--- src/rtl/alif_sched_pkg.sv ---
// Shared definitions for the ALIF timestep scheduler.
//   - datapath opcodes driven on dp_op
//   - scheduler FSM state encoding
//   - configuration register addresses and reset values
//   - default neuron count
package alif_sched_pkg;

  localparam int N_NEURONS_DEF = 2;

  // Shared datapath opcodes
  localparam logic [1:0] OP_UPDATE = 2'b00;  // integrate + leak + threshold
  localparam logic [1:0] OP_CLAMP  = 2'b01;  // hold membrane at rest

  // Configuration register map
  localparam logic [1:0] CFG_PRESCALE = 2'd0;
  localparam logic [1:0] CFG_REFRAC0  = 2'd1;  // neuron i lives at CFG_REFRAC0 + i
  localparam logic [1:0] CFG_REFRAC1  = 2'd2;

  // Configuration reset values
  localparam logic [7:0] PRESCALE_RST = 8'd9;
  localparam int         REFRAC_RST   = 2;

  typedef enum logic [1:0] {
    ST_IDLE = 2'd0,
    ST_REQ  = 2'd1,
    ST_DONE = 2'd2
  } state_t;

endpackage

--- src/rtl/alif_prescaler.sv ---
// Timestep prescaler.
// Counts 0..prescale while en is high and emits a registered one-cycle
// tick on the cycle after the count reaches prescale, wrapping to 0.
// A prescale value below the current count makes the counter run on
// through 255 and wrap naturally before matching again.
// Ports:
//   clk, rst   clock, asynchronous active-high reset
//   en         count enable (holds count when low, no tick)
//   prescale   terminal count
//   tick       one-cycle timestep pulse
module alif_prescaler (
  input  logic       clk,
  input  logic       rst,
  input  logic       en,
  input  logic [7:0] prescale,
  output logic       tick
);

  logic [7:0] count_reg;
  logic       tick_reg;

  always_ff @(posedge clk or posedge rst) begin
    if (rst) begin
      count_reg <= 8'd0;
      tick_reg  <= 1'b0;
    end else begin
      tick_reg <= 1'b0;
      if (en) begin
        if (count_reg == prescale) begin
          count_reg <= 8'd0;
          tick_reg  <= 1'b1;
        end else begin
          count_reg <= count_reg + 8'd1;
        end
      end
    end
  end

  assign tick = tick_reg;

endmodule

--- src/rtl/alif_step_sched.sv ---
// ALIF timestep scheduler.
// On every prescaler tick, walks the neurons in order and issues one
// request per neuron to a shared membrane-update datapath: CLAMP while the
// neuron is refractory, UPDATE otherwise. Spikes reported with UPDATE
// transfers are collected and presented as a one-cycle spike_out pulse
// once all neurons have been serviced.
// Ports:
//   clk, rst        clock, asynchronous active-high reset
//   en              prescaler run enable
//   cfg_we/addr/data configuration write (prescale, refractory periods)
//   dp_req/sel/op   request, neuron index and opcode to the datapath
//   dp_ack/spike    datapath accept and threshold-crossing result
//   step_tick       timestep pulse
//   spike_out       per-neuron spike pulse for the completed step
//   refrac_active   per-neuron refractory counter nonzero
//   busy            step sequence in progress
//   overrun         sticky: a tick arrived while busy
module alif_step_sched
  import alif_sched_pkg::*;
#(
  parameter int N_NEURONS = N_NEURONS_DEF,
  parameter int REFRAC_W  = 4
) (
  input  logic                 clk,
  input  logic                 rst,
  input  logic                 en,
  input  logic                 cfg_we,
  input  logic [1:0]           cfg_addr,
  input  logic [7:0]           cfg_data,
  output logic                 dp_req,
  output logic                 dp_sel,
  output logic [1:0]           dp_op,
  input  logic                 dp_ack,
  input  logic                 dp_spike,
  output logic                 step_tick,
  output logic [N_NEURONS-1:0] spike_out,
  output logic [N_NEURONS-1:0] refrac_active,
  output logic                 busy,
  output logic                 overrun
);

  localparam logic IDX_LAST = 1'(N_NEURONS - 1);

  // Configuration registers
  logic [7:0]                         prescale_reg;
  logic [N_NEURONS-1:0][REFRAC_W-1:0] refrac_period_reg;

  // Scheduler state
  state_t                             state_reg, state_next;
  logic                               idx_reg, idx_next;
  logic [N_NEURONS-1:0]               acc_reg, acc_next;
  logic [N_NEURONS-1:0][REFRAC_W-1:0] refrac_cnt_reg, refrac_cnt_next;
  logic                               overrun_reg, overrun_next;

  logic tick;
  logic clamp;

  alif_prescaler u_prescaler (
    .clk      (clk),
    .rst      (rst),
    .en       (en),
    .prescale (prescale_reg),
    .tick     (tick)
  );

  // Config writes are allowed at any time. A new refractory period is only
  // sampled when a spike loads the counter, so in-flight refractory windows
  // finish with the value they started with.
  always_ff @(posedge clk or posedge rst) begin
    if (rst) begin
      prescale_reg <= PRESCALE_RST;
      for (int i = 0; i < N_NEURONS; i++) begin
        refrac_period_reg[i] <= REFRAC_W'(REFRAC_RST);
      end
    end else if (cfg_we) begin
      if (cfg_addr == CFG_PRESCALE) begin
        prescale_reg <= cfg_data;
      end
      for (int i = 0; i < N_NEURONS; i++) begin
        if (32'(cfg_addr) == 32'(CFG_REFRAC0) + 32'(i)) begin
          refrac_period_reg[i] <= cfg_data[REFRAC_W-1:0];
        end
      end
    end
  end

  always_ff @(posedge clk or posedge rst) begin
    if (rst) begin
      state_reg      <= ST_IDLE;
      idx_reg        <= 1'b0;
      acc_reg        <= '0;
      refrac_cnt_reg <= '0;
      overrun_reg    <= 1'b0;
    end else begin
      state_reg      <= state_next;
      idx_reg        <= idx_next;
      acc_reg        <= acc_next;
      refrac_cnt_reg <= refrac_cnt_next;
      overrun_reg    <= overrun_next;
    end
  end

  assign clamp = (refrac_cnt_reg[idx_reg] != '0);

  always_comb begin
    state_next      = state_reg;
    idx_next        = idx_reg;
    acc_next        = acc_reg;
    refrac_cnt_next = refrac_cnt_reg;
    // Ticks during a step are dropped, never queued; remember that it happened.
    overrun_next    = overrun_reg | (tick & (state_reg != ST_IDLE));

    case (state_reg)
      ST_IDLE: begin
        if (tick) begin
          state_next = ST_REQ;
          idx_next   = 1'b0;
        end
      end
      ST_REQ: begin
        if (dp_ack) begin
          if (clamp) begin
            refrac_cnt_next[idx_reg] = refrac_cnt_reg[idx_reg] - 1'b1;
          end else if (dp_spike) begin
            acc_next[idx_reg]        = 1'b1;
            refrac_cnt_next[idx_reg] = refrac_period_reg[idx_reg];
          end
          if (idx_reg == IDX_LAST) begin
            state_next = ST_DONE;
          end else begin
            idx_next = idx_reg + 1'b1;
          end
        end
      end
      ST_DONE: begin
        acc_next   = '0;
        state_next = ST_IDLE;
      end
      default: begin
        state_next = ST_IDLE;
      end
    endcase
  end

  assign dp_req    = (state_reg == ST_REQ);
  assign dp_sel    = idx_reg;
  assign dp_op     = clamp ? OP_CLAMP : OP_UPDATE;
  assign step_tick = tick;
  assign spike_out = (state_reg == ST_DONE) ? acc_reg : '0;
  assign busy      = (state_reg != ST_IDLE);
  assign overrun   = overrun_reg;

  genvar gi;
  generate
    for (gi = 0; gi < N_NEURONS; gi++) begin : g_refrac_flag
      assign refrac_active[gi] = |refrac_cnt_reg[gi];
    end
  endgenerate

endmodule

--- config.mk ---
export PLATFORM = sky130hd
export DESIGN_NAME = alif_step_sched
export DESIGN_NICKNAME = d
export VERILOG_FILES = /design/src/rtl/alif_sched_pkg.sv /design/src/rtl/alif_prescaler.sv /design/src/rtl/alif_step_sched.sv
export SDC_FILE = /design/constraint.sdc
export NUM_CORES = 1
export LEC_CHECK = 0
export ABC_AREA = 0
export CAP_MARGIN = 20
export CORE_MARGIN = 1
export CORE_UTILIZATION = 54
export CTS_CLUSTER_SIZE = 8
export DETAILED_ROUTE_END_ITERATION = 8
export GPL_TIMING_DRIVEN = 0
export HOLD_SLACK_MARGIN = 0.03
export PLACE_DENSITY = 0.88
export SYNTH_ARGS = -nofsm -noshare
export SYNTH_HDL_FRONTEND = slang
export SYNTH_HIERARCHICAL = 1
export SYNTH_SLANG_ARGS = --single-unit
--- constraint.sdc ---
create_clock -name clk -period 3.15 [get_ports clk]
set_clock_uncertainty 0.2 [all_clocks]
set_input_delay 0.4725 -clock clk [delete_from_list [all_inputs] [get_ports clk]]
set_output_delay 0.4725 -clock clk [all_outputs]
set_load 0.005 [all_outputs]
======== Word level (Yosys, flattened, before mapping) ========
Index checks and enable logic that the tools add are counted.
word-level totals
  input port bits ......................... 16
  register bits ........................... 39
  word-level logic and storage cells ...... 75
cells by class
  bitwise operators ....................... 3
  eq/ne operators ......................... 10
  multiplexer cells ....................... 29
  reduce and logical (&&, ||, !) cells .... 17
  add/subtract/negate cells ............... 3
  magnitude comparators ................... 2
operators by type and width
  operator               count
  $mux W8                3
  $mux W4                5
  $bwmux W8              2
  $mux W2                7
  $reduce_and A3 Y1      3
  $add A8 B1 Y8 const B  1
  $eq A8 B8 Y1           1
  $ne A2 B1 Y1 const B   4
  $pmux W2 S2            2
  $reduce_bool A2 Y1     4
  $reduce_or A4 Y1       2
  $mux W1                7
  $reduce_and A2 Y1      3
  $demux W4 S1           1
  $eq A2 B1 Y1 const B   2
  $eq A2 B2 Y1 const B   2
  $logic_not A2 Y1       2
  $reduce_and A4 Y1      1
  $reduce_bool A4 Y1     1
  $sub A4 B1 Y4 const B  1
  $lt A1 B2 Y1 const B   1
  $ne A2 B2 Y1 const B   1
  $or A2 B2 Y2           1
  $pmux W1 S2            1
  other kinds (6)        6

======== Longest topological paths before layout ========
Gate-level depths: netlist (run 1).
  depth in word-level cells ............... 9
  mapped depth ............................ 7
  gate-level depth less buffers ........... 6

======== Modules after synthesis ========
The synthesis (run 1) kept the hierarchy.
modules (own cells, without submodules)
  module           cells an instance  instances  area an instance (um2)
  alif_step_sched  124                1          1,515.2
  alif_prescaler   55                 1          539.3

======== Worst setup path after synthesis (run 1) ========
No wires, ideal clock.
  path kind ............................... register to register
  start point ............................. register idx_reg, in the netlist dp_sel
  end point ............................... register refrac_cnt_reg[0] (netlist name)
  setup slack ............................. 0.763 ns
  path buffers ............................ 1
  cell stages (with the launch flop) ...... 8
  data arrival time ....................... 2.063 ns
  required time ........................... 2.826 ns
  cells stage by stage .................... dfrtp_1 buf_4 mux2i_1 ha_1 or4b_4 nand3_4 nor4_2 a211o_1
on the way
  cells in the longest elaborated chain, start to end .. 7
  elaborated cells between the ends (all ways) .. 17
  those cells by class .................... add/sub: 1; order compare: 2; mux: 10; reduce/logical: 4
RTL lines
  what                                                                       RTL line                                        text
  from (decl)                                                                alif_step_sched.sv:50                           logic idx_reg, idx_next;
  from (signal assigned)                                                     alif_step_sched.sv:96                           idx_reg <= idx_next;
  $lt A1 B2 Y1 (not written as such) / $ge A1 B1 Y1 (equally long branches)  alif_step_sched.sv:123, alif_step_sched.sv:126
  $logic_and A1 B1 Y1 (not written as such)                                  alif_step_sched.sv:123, alif_step_sched.sv:126
  $mux W4 (not written as such)                                              alif_step_sched.sv:123, alif_step_sched.sv:126
  $demux W4 S1                                                               alif_step_sched.sv:123, alif_step_sched.sv:126
  $bwmux W8                                                                  alif_step_sched.sv:126                          refrac_cnt_next[idx_reg] = refrac_period_reg[idx_reg];
  $mux W8                                                                    alif_step_sched.sv:124                          end else if (dp_spike) begin
  $mux W8                                                                    alif_step_sched.sv:122                          if (clamp) begin
  to (signal assigned)                                                       alif_step_sched.sv:98                           refrac_cnt_reg <= refrac_cnt_next;
  to (decl)                                                                  alif_step_sched.sv:52                           logic [N_NEURONS-1:0][REFRAC_W-1:0] refrac_cnt_reg, refrac_cnt_next;
Several ways; a longest one is shown, not always the timed one. The select of a mux whose other input is x is not followed.
A chain may end at the register's enable or synchronous reset.

======== Worst setup path after layout (run 1) ========
  start point ............................. register idx_reg, in the netlist dp_sel
  end point ............................... output dp_op[0]
on the way
  cells in the longest elaborated chain, start to end .. 4
RTL lines
  what                                        RTL line                text
  $mux W4 (not written as such) (2 in a row)  alif_step_sched.sv:103  assign clamp = (refrac_cnt_reg[idx_reg] != '0);
  $reduce_bool A4 Y1                          alif_step_sched.sv:103
  via clamp                                   alif_step_sched.sv:56   logic clamp;
  $mux W1                                     alif_step_sched.sv:147  assign dp_op = clamp ? OP_CLAMP : OP_UPDATE;
  to (decl)                                   alif_step_sched.sv:32   output logic [1:0] dp_op,
The timed path passes the listed nets, and every way through them passes these cells. The select of a mux whose other input is x is not followed.

==> results.yml, run 1 <==
drt:
  drt_iter0_drc: 60
  wl_um: 3890
  vias: 1467
  ant_nets: 0
  firstDrtPassIters: 4
  routedWlPerCell_um: 15.0
  routed_via_density: 5.64
  drcViolationCount: 0
placement:
  detailed_place.area_um2: 2380
  dpl.hpwl_um: 2800
  io_buffers: 24
  dp.cells: 252
  place_congestion: 0.805
  post-place-ws_ps: 326
sta:
  slew_headroom: 0.584
  worst-slew-pin-transition_ps: 622
  drv_slew: 0
  post-route-period-util: 0.959
  min_period_ps: 3020
  hold_viol_final: 0
  rsz0062_at_grt: "no"
  tns_ps: 0
  setup-violations-final: 0
  setup_ws_ps: 128
  fmax_mhz: 331
grt:
  antenna_found_initial: 0
  grt_pass1_wl_um: 6770
  grt_pass1_vias: 1458
  gr-total-overflow: 0
  track_usage: 0.223
  grt_max_degree: 25
setup_path:
  reg2reg_slack_ps: 670
  worstPathMaxFanout: 10
  arrival_ps: 2350
  required_ps: 2480
  start_kind: "flip-flop"
  crit_type: "reg -> out"
  endpoint_kind: "output pin"
clock_network:
  worst_skew_pair.late_latency_ps: 290
  cts_num_sinks: 39
  root_buffer: "clkbuf_8"
  clockBufferDepth: 2
  cts_setup_buffers: 0
  clk_pin_slew_ps: 80
  tritoncts: "done"
  cts_htree_levels: 2
  cts_buffers: 5
logic_synthesis:
  syn_inst: 179
  synth_area_leader_cell: "dfrtp_1"
  synth_edf_count: 0
  ys_types: 56
  syn_area_um2: 2050
  syn_area_per_cell_um2: 11.5
  synth_commonest_cells: "35 x dfrtp_1, 18 x mux2_2, 12 x xnor2_1"
  ys.flop_type: "dfrtp_1"
  ys_seq_area_frac: 0.477
  syn_nets: 198
  yosys_warnings: 6
  netlist.area_leader.share: 0.426
  ys_ff_latch: 39
  synth_area_leaders: "dfrtp_1 43%, mux2_2 9.9%, dfstp_2 5.1%"
  async_flop_share: 1.00
  synthMostInstantiatedCell: "dfrtp_1"
floorplan:
  core_area_um2: 3660
  die_area_um2: 4060
  dieWidth_um: 63.7
  rows: 22
  die_h_um: 63.7
  io_pins: 27
  initial_core_util: 0.561
power_and_ir_drop:
  p_sw_mw: 0.721
  p_sw_frac: 0.348
  p_total_mw: 2.07
  comb_power_share: 0.411
  ir_drop_v: 0.000524
  power.leakage_nw: 1.06
  clkPwrFrac: 0.209
  seqPwrFrac: 0.380
  intPower_mw: 1.35
  p_per_area_nw_per_um2: 823
cells_and_area:
  syn2layout_area_growth_pct: 22.4
  n_antenna_cell: 0
  drive_gt1_frac: 0.278
  final_nets: 230
  final_cells: 260
  final_area_um2: 2510
min_path:
  min_path_type: "in -> async"
run_status:
  status: "completed"
flow_run:
  drv_cap: 0
==> power groups by stage <==
| stage | clock, mW | combinational [mW] | sequential, mW |
|---|---|---|---|
| 5_1_grt | 0.469 | 0.922 | 0.803 |
| 4_1_cts | 0.442 | 0.840 | 0.779 |
| 6_report | 0.433 | 0.850 | 0.786 |
| 2_1_floorplan | 0 | 0.602 | 0.748 |
| 3_5_place_dp | 0 | 0.819 | 0.787 |
| 3_3_place_gp | 0 | 0.789 | 0.782 |
==> path summary, 6_finish.rpt <==
kind | start | end | cells past startpoint
worst min register to register | overrun | overrun | 1
worst min-delay path | rst | u_prescaler/count_reg[2] | 2
min in group clk | overrun | overrun | 1
max in group asynchronous | rst | prescale_reg[0] | 3
worst max-delay path | dp_sel | dp_op[0] | 7
worst max register to register | dp_sel | refrac_cnt_reg[0] | 7
==> critical path: stages (launching register included) <==
cell and delay (ps):
dfrtp_2 430, buf_4 220, mux2i_4 300, ha_1 250
o21a_4 220, inv_4 80, buf_4 130, clkdlybuf4s50_1 430
==> through the flow <==
step / utilization / hold slack (ps)
floorplan: - / 100
global placement: 0.643 / 244
detailed placement: 0.651 / 251
CTS: 0.684 / 262
global route: 0.687 / 276
finish: 0.687 / 259
==> area by class of cell <==
class,count,area (µm²)
Fill cell,257,1150
Timing Repair Buffer,25,268
Clock buffer,6,82.6
Tap cell,48,60.1
Inverter,9,36.3
Buffer,6,36.3
Sequential cell,39,982
Clock inverter,2,35.0
Multi-Input combinational cell,125,1010
==> metal layers <==
layer | wire [µm] | up-vias | part of all wire | track usage
met5 | 0 | - | 0 | 0
met1 | 1670 | 723 | 0.43 | 0.259
li1 | - | 696 | - | -
met2 | 2020 | 38 | 0.52 | 0.376
met3 | 125 | 10 | 0.032 | 0.0652
met4 | 79 | 0 | 0.020 | 0.105
==> placed cells by master (no fill, tap or decap), types with 2 or more instances in the layout <==
cell / netlist / layout
mux2_2: 18 / 18
ha_1: 3 / 3
nand3_1: 2 / 2
nor2b_1: 2 / 2
a311oi_1: 2 / 2
buf_4: 3 / 3
dfrtp_1: 35 / 34
inv_1: 8 / 8
and2_1: 2 / 2
nand4_1: 3 / 3
nor3_2: 2 / 2
o21ai_0: 6 / 6
a31oi_1: 2 / 2
a21oi_1: 9 / 9
mux2i_1: 5 / 4
clkdlybuf4s50_1: 0 / 24
xnor2_1: 12 / 12
clkbuf_8: 0 / 6
nand3b_1: 2 / 2
nor3b_2: 3 / 3
a22o_1: 2 / 2
nor2_1: 10 / 10
nand2b_1: 2 / 2
dfstp_2: 4 / 4
nand2_1: 9 / 9
==> cell families after synthesis <==
kind of cell               Yosys count  synth area share
and+or+nand+nor                     54             0.183
DFF                                 39             0.477
AOI/OAI and AO/OA                   31             0.105
muxes                               23             0.123
buffers and inverters               15            0.0353
xor gates and xnor gates            13            0.0554
adders and majority gates            3            0.0183
other                                1           0.00183
==> repair_timing <==
action,4_1_cts,5_1_grt
pin swaps,0,0
endpoints found under the setup margin,1,1
cloned,0,0
gates resized for setup,1,2
hold buffers,0,0
Note: power is estimated with default switching activity, not from simulation.
==> run 2, diff against run 1 <==
Settings changed: CTS_CLUSTER_DIAMETER from default to 60.
==> results of run 2 <==
Same layout as run 1: the final DEF is identical, and so are final timing and power.
